--- config.mk ---
export PLATFORM = sky130hd
export DESIGN_NAME = sprite_rom_arbiter
export DESIGN_NICKNAME = d
export VERILOG_FILES = /design/src/rtl/sprite_rom_pkg.sv /design/src/rtl/rr_arbiter.sv /design/src/rtl/sprite_rom_arbiter.sv
export SDC_FILE = /design/constraint.sdc
export NUM_CORES = 1
export LEC_CHECK = 0
export CAP_MARGIN = 15
export CORE_MARGIN = 2
export CORE_UTILIZATION = 32
export DETAILED_ROUTE_END_ITERATION = 6
export PLACE_DENSITY = 0.67
export RECOVER_POWER = 25
export SKIP_CTS_REPAIR_TIMING = 1
export SYNTH_ARGS = -nofsm -noshare
export SYNTH_HDL_FRONTEND = slang
export SYNTH_HIERARCHICAL = 1
export SYNTH_SLANG_ARGS = --single-unit
--- constraint.sdc ---
create_clock -name clk -period 3.4 [get_ports clk]
set_input_delay 1.02 -clock clk [delete_from_list [all_inputs] [get_ports clk]]
set_output_delay 1.02 -clock clk [all_outputs]
set_load 0.05 [all_outputs]
--- src/rtl/sprite_rom_pkg.sv ---
// rtl/sprite_rom_pkg.sv - shared FSM state type, default sizes and requester indices for the sprite ROM arbiter
package sprite_rom_pkg;

  typedef enum logic [1:0] {
    IDLE    = 2'd0,
    ADDR_LO = 2'd1,
    ADDR_HI = 2'd2,
    CAP_HI  = 2'd3
  } state_t;

  localparam int DEF_ADDR_W = 11;
  localparam int DEF_NREQ   = 3;

  localparam int REQ_BALL  = 0;
  localparam int REQ_BAR_A = 1;
  localparam int REQ_BAR_B = 2;

endpackage

--- src/rtl/rr_arbiter.sv ---
// rtl/rr_arbiter.sv - one-hot winner select, round-robin after last-served
// Define SPRITE_ROM_ARB_FIXED_PRIO_EN for fixed priority (lowest index wins, no last-served input).
module rr_arbiter #(
  parameter int NREQ  = 3,
  parameter int IDX_W = 2
) (
  input  logic [NREQ-1:0]  req,
  output logic [NREQ-1:0]  grant
`ifndef SPRITE_ROM_ARB_FIXED_PRIO_EN
  ,
  input  logic [IDX_W-1:0] last
`endif
);

  logic found;

`ifdef SPRITE_ROM_ARB_FIXED_PRIO_EN
  always_comb begin
    grant = '0;
    found = 1'b0;
    for (int j = 0; j < NREQ; j++) begin
      if (!found && req[j]) begin
        grant[j] = 1'b1;
        found    = 1'b1;
      end
    end
  end
`else
  // First pass covers indices above last-served, second pass wraps from 0.
  always_comb begin
    grant = '0;
    found = 1'b0;
    for (int j = 0; j < NREQ; j++) begin
      if (!found && req[j] && (j > int'(last))) begin
        grant[j] = 1'b1;
        found    = 1'b1;
      end
    end
    for (int j = 0; j < NREQ; j++) begin
      if (!found && req[j]) begin
        grant[j] = 1'b1;
        found    = 1'b1;
      end
    end
  end
`endif

endmodule

--- src/rtl/sprite_rom_arbiter.sv ---
// rtl/sprite_rom_arbiter.sv - shares a single-port 8-bit ROM among requesters, returning 16-bit words
// Define SPRITE_ROM_ARB_FIXED_PRIO_EN to replace round-robin with fixed priority.
module sprite_rom_arbiter
  import sprite_rom_pkg::*;
#(
  parameter int ADDR_W = DEF_ADDR_W,
  parameter int NREQ   = DEF_NREQ
) (
  input  logic                   clk,
  input  logic                   rst,
  input  logic [NREQ-1:0]        req,
  input  logic [NREQ*ADDR_W-1:0] req_addr,
  output logic [NREQ-1:0]        gnt,
  output logic                   busy,
  output logic [15:0]            rd_data,
  output logic [NREQ-1:0]        rd_valid,
  output logic [ADDR_W-1:0]      rom_addr,
  input  logic [7:0]             rom_dout
);

  localparam int IDX_W = (NREQ > 1) ? $clog2(NREQ) : 1;

  state_t            state;
  state_t            state_nxt;
  logic [NREQ-1:0]   win;
  logic [ADDR_W-1:0] win_addr;
  logic              grant_en;

`ifdef SPRITE_ROM_ARB_FIXED_PRIO_EN
  rr_arbiter #(.NREQ(NREQ), .IDX_W(IDX_W)) u_arb (
    .req   (req),
    .grant (win)
  );
`else
  logic [IDX_W-1:0] last_served;

  function automatic logic [IDX_W-1:0] oh2idx(input logic [NREQ-1:0] oh);
    logic [IDX_W-1:0] r;
    r = '0;
    for (int i = 0; i < NREQ; i++) begin
      if (oh[i]) r = IDX_W'(i);
    end
    return r;
  endfunction

  rr_arbiter #(.NREQ(NREQ), .IDX_W(IDX_W)) u_arb (
    .req   (req),
    .grant (win),
    .last  (last_served)
  );

  // Reset value makes requester 0 the first winner.
  always_ff @(posedge clk) begin
    if (rst)           last_served <= IDX_W'(NREQ - 1);
    else if (grant_en) last_served <= oh2idx(win);
  end
`endif

  always_comb begin
    win_addr = '0;
    for (int i = 0; i < NREQ; i++) begin
      win_addr = win_addr | (req_addr[i*ADDR_W +: ADDR_W] & {ADDR_W{win[i]}});
    end
  end

  always_ff @(posedge clk) begin
    if (rst) state <= IDLE;
    else     state <= state_nxt;
  end

  always_comb begin
    state_nxt = state;
    case (state)
      IDLE:    if (|req) state_nxt = ADDR_LO;
      ADDR_LO: state_nxt = ADDR_HI;
      ADDR_HI: state_nxt = CAP_HI;
      CAP_HI:  state_nxt = IDLE;
      default: state_nxt = IDLE;
    endcase
  end

  always_comb begin
    busy     = (state != IDLE);
    grant_en = (state == IDLE) && (|req);
  end

  // rom_addr itself carries the base, so the high-byte address is just rom_addr+1 (wraps).
  always_ff @(posedge clk) begin
    if (rst) begin
      gnt      <= '0;
      rd_valid <= '0;
      rom_addr <= '0;
      rd_data  <= '0;
    end else begin
      rd_valid <= '0;
      case (state)
        IDLE: begin
          if (grant_en) begin
            gnt      <= win;
            rom_addr <= win_addr;
          end
        end
        ADDR_LO: rom_addr <= rom_addr + ADDR_W'(1);
        ADDR_HI: rd_data[7:0] <= rom_dout;
        CAP_HI: begin
          rd_data[15:8] <= rom_dout;
          rd_valid      <= gnt;
          gnt           <= '0;
        end
        default: ;
      endcase
    end
  end

endmodule

==> results by group, run 1 <==
Outcome
  • Status: complete, no violations

Synthesis
  • Sequential cell area fraction in the yosys report: approximately 39%
  • Post-synth EDFFs: 0
  • YS warnings: 6
  • Compound-Gate Fraction of Synth Area: around a quarter
  • Ranking of synthesized cells by area: dfxtp_1, mux2i_1, a222oi_1
  • Yosys cell types: 41
  • Cell accounting for the most synthesized area: dfxtp_1
  • Synth top area share: 39.1%
  • Cell with the most instances after synthesis: dfxtp_1
  • Cell Area, Synth: around 0.0019 mm2
  • Synth Instances: 217
  • Post-synthesis xor/xnor area fraction: 0%
  • Largest family of logic cells by synthesized area: compound AO/OA/AOI/OAI gates
  • Mapped Avg Cell Area: 8.74 um2
  • Async set-reset flop share out of synthesis: 0%
  • Syn nets: about 270
  • Number of synthesized register bits: 37
  • Synth top cells by count: dfxtp_1, nor2_1, a21oi_1
  • Adder-cell share of the synthesized area: about 4%
  • Synth Area in Simple Gates: 18.9%
  • Post-synthesis mux area share: 8.45%
  • Ys flop type: dfxtp_1

Pwr
  • Pwr/cell area: about 730 mW/mm2
  • Worst ir drop on vdd: approximately 300 uV
  • Leak: around 0.001 uW

Route
  • Routed Antenna Nets: 0
  • DRC viols: 0
  • Drt wl/cell: ~15 um
  • Vias per cell: roughly 5.2
  • DR pass1 iterations: 4
  • Post-Route WL: between 5000 and 6000 um
  • Detailed-route via count: 1,918
  • Iteration-0 DRC Markers: between 100 and 150

Setup path
  • CP Class: register to output port
  • CP max-delay cell: clkdlybuf4s50_1
  • Most used cell, CP: inv_1
  • Worst stage delay on the critical path: 0.85 ns
  • Critical path arrival: 2.04 ns
  • Critical Path End Type: output port
  • Crit-path max FO: 7
  • CP bufs+invs: 3
  • Reg2reg setup slack: 1.27 ns
  • Worst path cell trace: inv_1, ha_1, inv_1, clkdlybuf4s50_1
  • CP Launch Type: register
  • CP delay by family, top: buffers and inverters
  • CP Data Required Time: 2.38 ns

Timing
  • Unrepaired setup endpoints after global routing: false
  • Final Worst Setup Slack: about 0.34 ns
  • Slew margin rel.: 40.1%
  • Tcrit/Tclk final: between 90% and 100%
  • Pins over their slew limit: 0
  • Worst slew pin tran: ~0.9 ns
  • Minimum clock period: about 3 ns
  • Endpoints failing setup: 0
  • Worst Clk Skew: roughly 0.008 ns
  • Final hold violation count: 0
  • Fin Setup TNS: 0 ns
  • Max Fclk: ~330 MHz

Clocking
  • CTS root buffer: clkbuf_8
  • Clock tree buffer depth: 2
  • TritonCTS Buffers: 5
  • Clock H-tree levels: 2
  • Clock transition at path regs: around 0.070 ns
  • CTS tree: done
  • Total clock sinks: 37
  • Worst skew pair latency: just under 0.3 ns

Layout
  • Reg area: about 740 um2
  • Nets: between 300 and 400
  • Layout cells sized above 1: under 10%
  • Multi-input logic area: between 0.001 and 0.0015 mm2
  • Diodes inserted: 0
  • Finished Core Util: 49.4%
  • Fillers: approximately 570
  • Area Overhead vs Synth: 51.7%

Global routing
  • Largest net degree at the start of global routing: 25
  • Vias in the first global route: approximately 1,800
  • First-pass GRT wire length: ~8700 um
  • Initial antenna violation count: 0
  • GRT overflow: 0
  • GRT Total Usage: roughly 17%

Placed design
  • Placer congestion estimate: approximately 0.86
  • Port bufs: just under 80
  • Post-DP HPWL: about 4000 um
  • Dpl ws: 0.253 ns

Floorplanning
  • Die area: approximately 0.0066 mm2
  • Die H: around 81 um
  • Core area: 0.00582 mm2
  • Row count: 28
  • # IOs: 80
  • Die W: about 81 um
  • Starting Density: 32.6%

Flow run
  • Max-cap viol count: 0

Min path
  • Worst Hold Class: register to register
-- logic make-up (layout without fill, tap and decap cells) --
kind of cell | Yosys count | in the layout
and+or+nand+nor | 70 | 70
AOI/OAI and AO/OA | 65 | 65
DFF | 37 | 37
buffers and inverters | 23 | 102
muxes | 16 | 16
adders and majority gates | 6 | 6
-- flip-flops by register name, indices dropped and copies added, names as in the netlist --
signal	count
gnt	3
last_served	2
rd_data	16
rd_valid	3
rom_addr	11
state	2
-- layout by cell type, fill, tap and decap left out, drive strengths merged, types with 3 or more instances in the layout --
master,instances
a21oi,19
nand2,15
nand3,5
clkdlybuf4s50,78
a211oi,4
inv,10
dfxtp,37
ha,6
buf,4
a222oi,11
and2,4
nor4,4
nor2,25
mux2i,16
o31ai,3
clkbuf,7
o21ai,12
nor2b,3
a2bb2oi,3
-- path summary, 6_finish.rpt --
check                 start        endpoint  depth (start not counted)
max                state[0]            busy                          4
min          last_served[0]  last_served[0]                          2
max reg2reg        state[0]     rom_addr[7]                          6
min reg2reg  last_served[0]  last_served[0]                          2
-- cell type report --
cell class	count	area share [%]
Multi-Input combinational cell	157	36.8
Clock buffer	6	2.87
Sequential cell	37	25.8
Inverter	10	1.31
Clock inverter	2	1.31
Tap cell	75	3.26
Timing Repair Buffer	84	28.7
-- worst reg2reg max path: cells and delay by family (launching register included) --
kind,cells,cell delay [ns]
simple gates,1,0.19
fa+ha+maj,1,0.30
flops,1,0.37
compound gates,3,1.12
buf+inv,1,0.10
-- per-stage QoR --
stage	hold slack [ns]	cell area, um2	cells	total power (uW)
2_1_floorplan	0.440	1900	217	1370
3_3_place_gp	0.461	2760	363	1690
3_5_place_dp	0.468	2760	363	1700
4_1_cts	0.480	2880	371	2110
5_1_grt	0.513	2880	371	2230
6_report	0.475	2880	371	2100
-- layer usage --
layer	share of wire (%)	vias to the layer above	wire length [um]	GRT usage [%]
met5	0	-	0	0
met4	1.4	0	76	5.42
met3	11	10	620	6.56
met2	44	87	2390	27.4
met1	43	866	2340	21.1
li1	-	955	-	-
-- power breakdown --
group	internal [uW]	switching (uW)
combinational	407	664
clock	239	164
sequential	528	93.4
Note: power is estimated with default switching activity, not from simulation.
==> run 2, diff against run 1 <==
GPL_TIMING_DRIVEN = 0   (was default)
==> results by group, run 2 (synthesized netlist as in run 1, its figures left out) <==
Outcome
  • Status: complete, no violations

Timing
  • Final Worst Setup Slack: 0.318 ns (-0.0178 ns)
  • Endpoints failing setup: 0 (unchanged)
  • Tcrit/Tclk final: 90.6% (+0.52 points)
  • Pins over their slew limit: 0 (unchanged)
  • Unrepaired setup endpoints after global routing: false
  • Worst Clk Skew: 0.00796 ns (+0.0000593 ns)
  • Final hold violation count: 0 (unchanged)
  • Minimum clock period: 3.08 ns (+0.0178 ns)
  • Worst slew pin tran: 0.628 ns (-0.269 ns)
  • Max Fclk: 325 MHz (-0.58%)
  • Worst hold slack: 0.472 ns (-0.00272 ns)
  • Slew margin rel.: 58.1% (+18 points)

Layout
  • Area Overhead vs Synth: 51.6% (about the same)
  • Most common cell after layout, fill and taps aside: clkdlybuf4s50_1
  • Biggest regs: rd_data x16, rom_addr x11
  • Biggest register: rd_data
  • Layout cells sized above 1: 6.60% (-0.16 points)
  • Diodes inserted: 0 (unchanged)
  • Finished Core Util: 49.4% (about the same)
  • Nets: 354 (+2.0%)
  • Most frequent cells in the layout: clkdlybuf4s50_1, dfxtp_1, nor2_1, a21oi_1, mux2i_1
  • Design area: 0.00287 mm2 (about the same)
  • Non-filler cells, final: 378 (+1.9%)
  • Largest register FFs: 16 (unchanged)

Clocking
  • Clock tree buffer depth: 2 (unchanged)
  • Clock H-tree levels: 2 (unchanged)
  • Clock transition at path regs: 0.08 ns (about the same)
  • Total clock sinks: 37 (unchanged)
  • CTS root buffer: clkbuf_8
  • TritonCTS Buffers: 5 (unchanged)
  • Worst skew pair latency: 0.29 ns (about the same)
  • CTS tree: done

Setup path
  • R2R cell count: 7 (+1)
  • Critical path arrival: 2.06 ns (+0.02 ns)
  • Reg2reg setup slack: 1.47 ns (+0.20 ns)
  • CP Data Required Time: 2.38 ns (about the same)
  • CP Launch Type: register
  • Critical R2R Launch: last_served[1]
  • CP Class: register to output port
  • Reg2reg end: rom_addr[9]
  • Critical Path End Type: output port
  • Crit-path max FO: 7 (unchanged)

Pwr
  • Leak: 0.00102 uW (-0.52%)
  • Power Internal: 1110 uW (-5.7%)
  • Clock power frac: 16.1% (-3.1 points)
  • NetSw: 933 uW (+1.3%)
  • Pwr/cell area: 710 mW/mm2 (-2.6%)
  • Switching Share: 45.7% (+1.8 points)
  • Seq pwr share: 30.6% (+0.9 points)
  • Combinational Power Share: 53.3% (+2.2 points)
  • Worst ir drop on vdd: 419 uV (+39%)

Placed design
  • Dpl ws: -0.127 ns (-0.379 ns)
  • Placer congestion estimate: 0.890 (+3.9%)
  • Area after DPL: 0.00277 mm2 (+0.41%)
  • Placed insts: 370 (+1.9%)
  • Post-DP HPWL: 4070 um (+2.7%)
  • Port bufs: 78 (-1.3%)

Global routing
  • First-pass GRT wire length: 9230 um (+6.4%)
  • GRT Total Usage: 18.0% (+0.94 points)
  • Largest net degree at the start of global routing: 13 (-48%)
  • Initial antenna violation count: 0 (unchanged)
  • Vias in the first global route: 1,982 (+7.6%)
  • GRT overflow: 0 (unchanged)

Route
  • Post-Route WL: 5580 um (+2.9%)
  • Vias per cell: 5.11 (-1.2%)
  • Iteration-0 DRC Markers: 139 (+12%)
  • Drt wl/cell: 14.8 um (+0.95%)
  • DR pass1 iterations: 5 (+1)
  • Detailed-route via count: 1,931 (+0.68%)
  • Routed Antenna Nets: 0 (unchanged)
  • DRC viols: 0 (unchanged)

Floorplanning
  • Core area: 0.00582 mm2 (unchanged)
  • Die area: 0.00656 mm2 (unchanged)
  • Die W: 81.0 um (unchanged)
  • # IOs: 80 (unchanged)
  • Die H: 81.0 um (unchanged)
  • Row count: 28 (unchanged)
  • Starting Density: 32.6% (unchanged)

Min path
  • Hold path endpoint: last_served[0]
  • Worst hold start: last_served[0]
  • Worst Hold Class: register to register
  • Hold Crit Depth: 2 (unchanged)

Flow run
  • Max-cap viol count: 0 (unchanged)
==> run 2: per-layer routing <==
metal,up-vias,part of all wire [%],global-route usage [%]
met4,0,0.91,5.08
li1,976,-,-
met5,-,0,0
met2,73,47,30.8
met1,874,43,21.9
met3,8,9.3,5.22
==> run 2: critical path, stage by stage, from the launching register on <==
cell and delay (ns):
dfxtp_1 0.37, inv_1 0.10, ha_1 0.30, inv_1 0.17, clkdlybuf4s50_1 0.83
==> run 2: worst max-delay path by stage <==
stage | from | end | depth (start not counted)
after floorplan | req[2] | rom_addr[5] | 7
after global routing | req[2] | rom_addr[9] | 8
final | state[0] | busy | 4
after global placement | req[2] | rom_addr[5] | 8
after detailed placement | req[2] | rom_addr[5] | 8
after CTS | req[2] | rom_addr[5] | 8
==> run 2: stage by stage <==
| step | setup TNS, ns | power [uW] |
|---|---|---|
| 2_1_floorplan | 0 | 1370 |
| 3_3_place_gp | -0.240 | 1710 |
| 3_5_place_dp | -0.664 | 1720 |
| 4_1_cts | 0 | 2050 |
| 5_1_grt | 0 | 2170 |
| 6_report | 0 | 2040 |
==> run 2: final cells by class <==
cell class / count / area, um2
fill: 599 / 2940
multi-input combinational: 157 / 1070
timing repair buffer: 78 / 781
sequential: 37 / 741
tap: 75 / 93.8
clock buffer: 6 / 82.6
buffer: 13 / 58.8
inverter: 10 / 37.5
clock inverter: 2 / 13.8
==> run 2: power by group through the flow <==
stage          clock network [uW]  logic (uW)  registers (uW)
2_1_floorplan                   0         483             887
3_3_place_gp                    0        1080             630
3_5_place_dp                    0        1090             633
4_1_cts                       336        1090             625
5_1_grt                       353        1180             642
6_report                      328        1090             624
==> run 3, diff against run 2 <==
CAP_MARGIN = 20   (was 15)
==> results of run 3 <==
Final layout, timing and power as in run 2 (identical DEF).
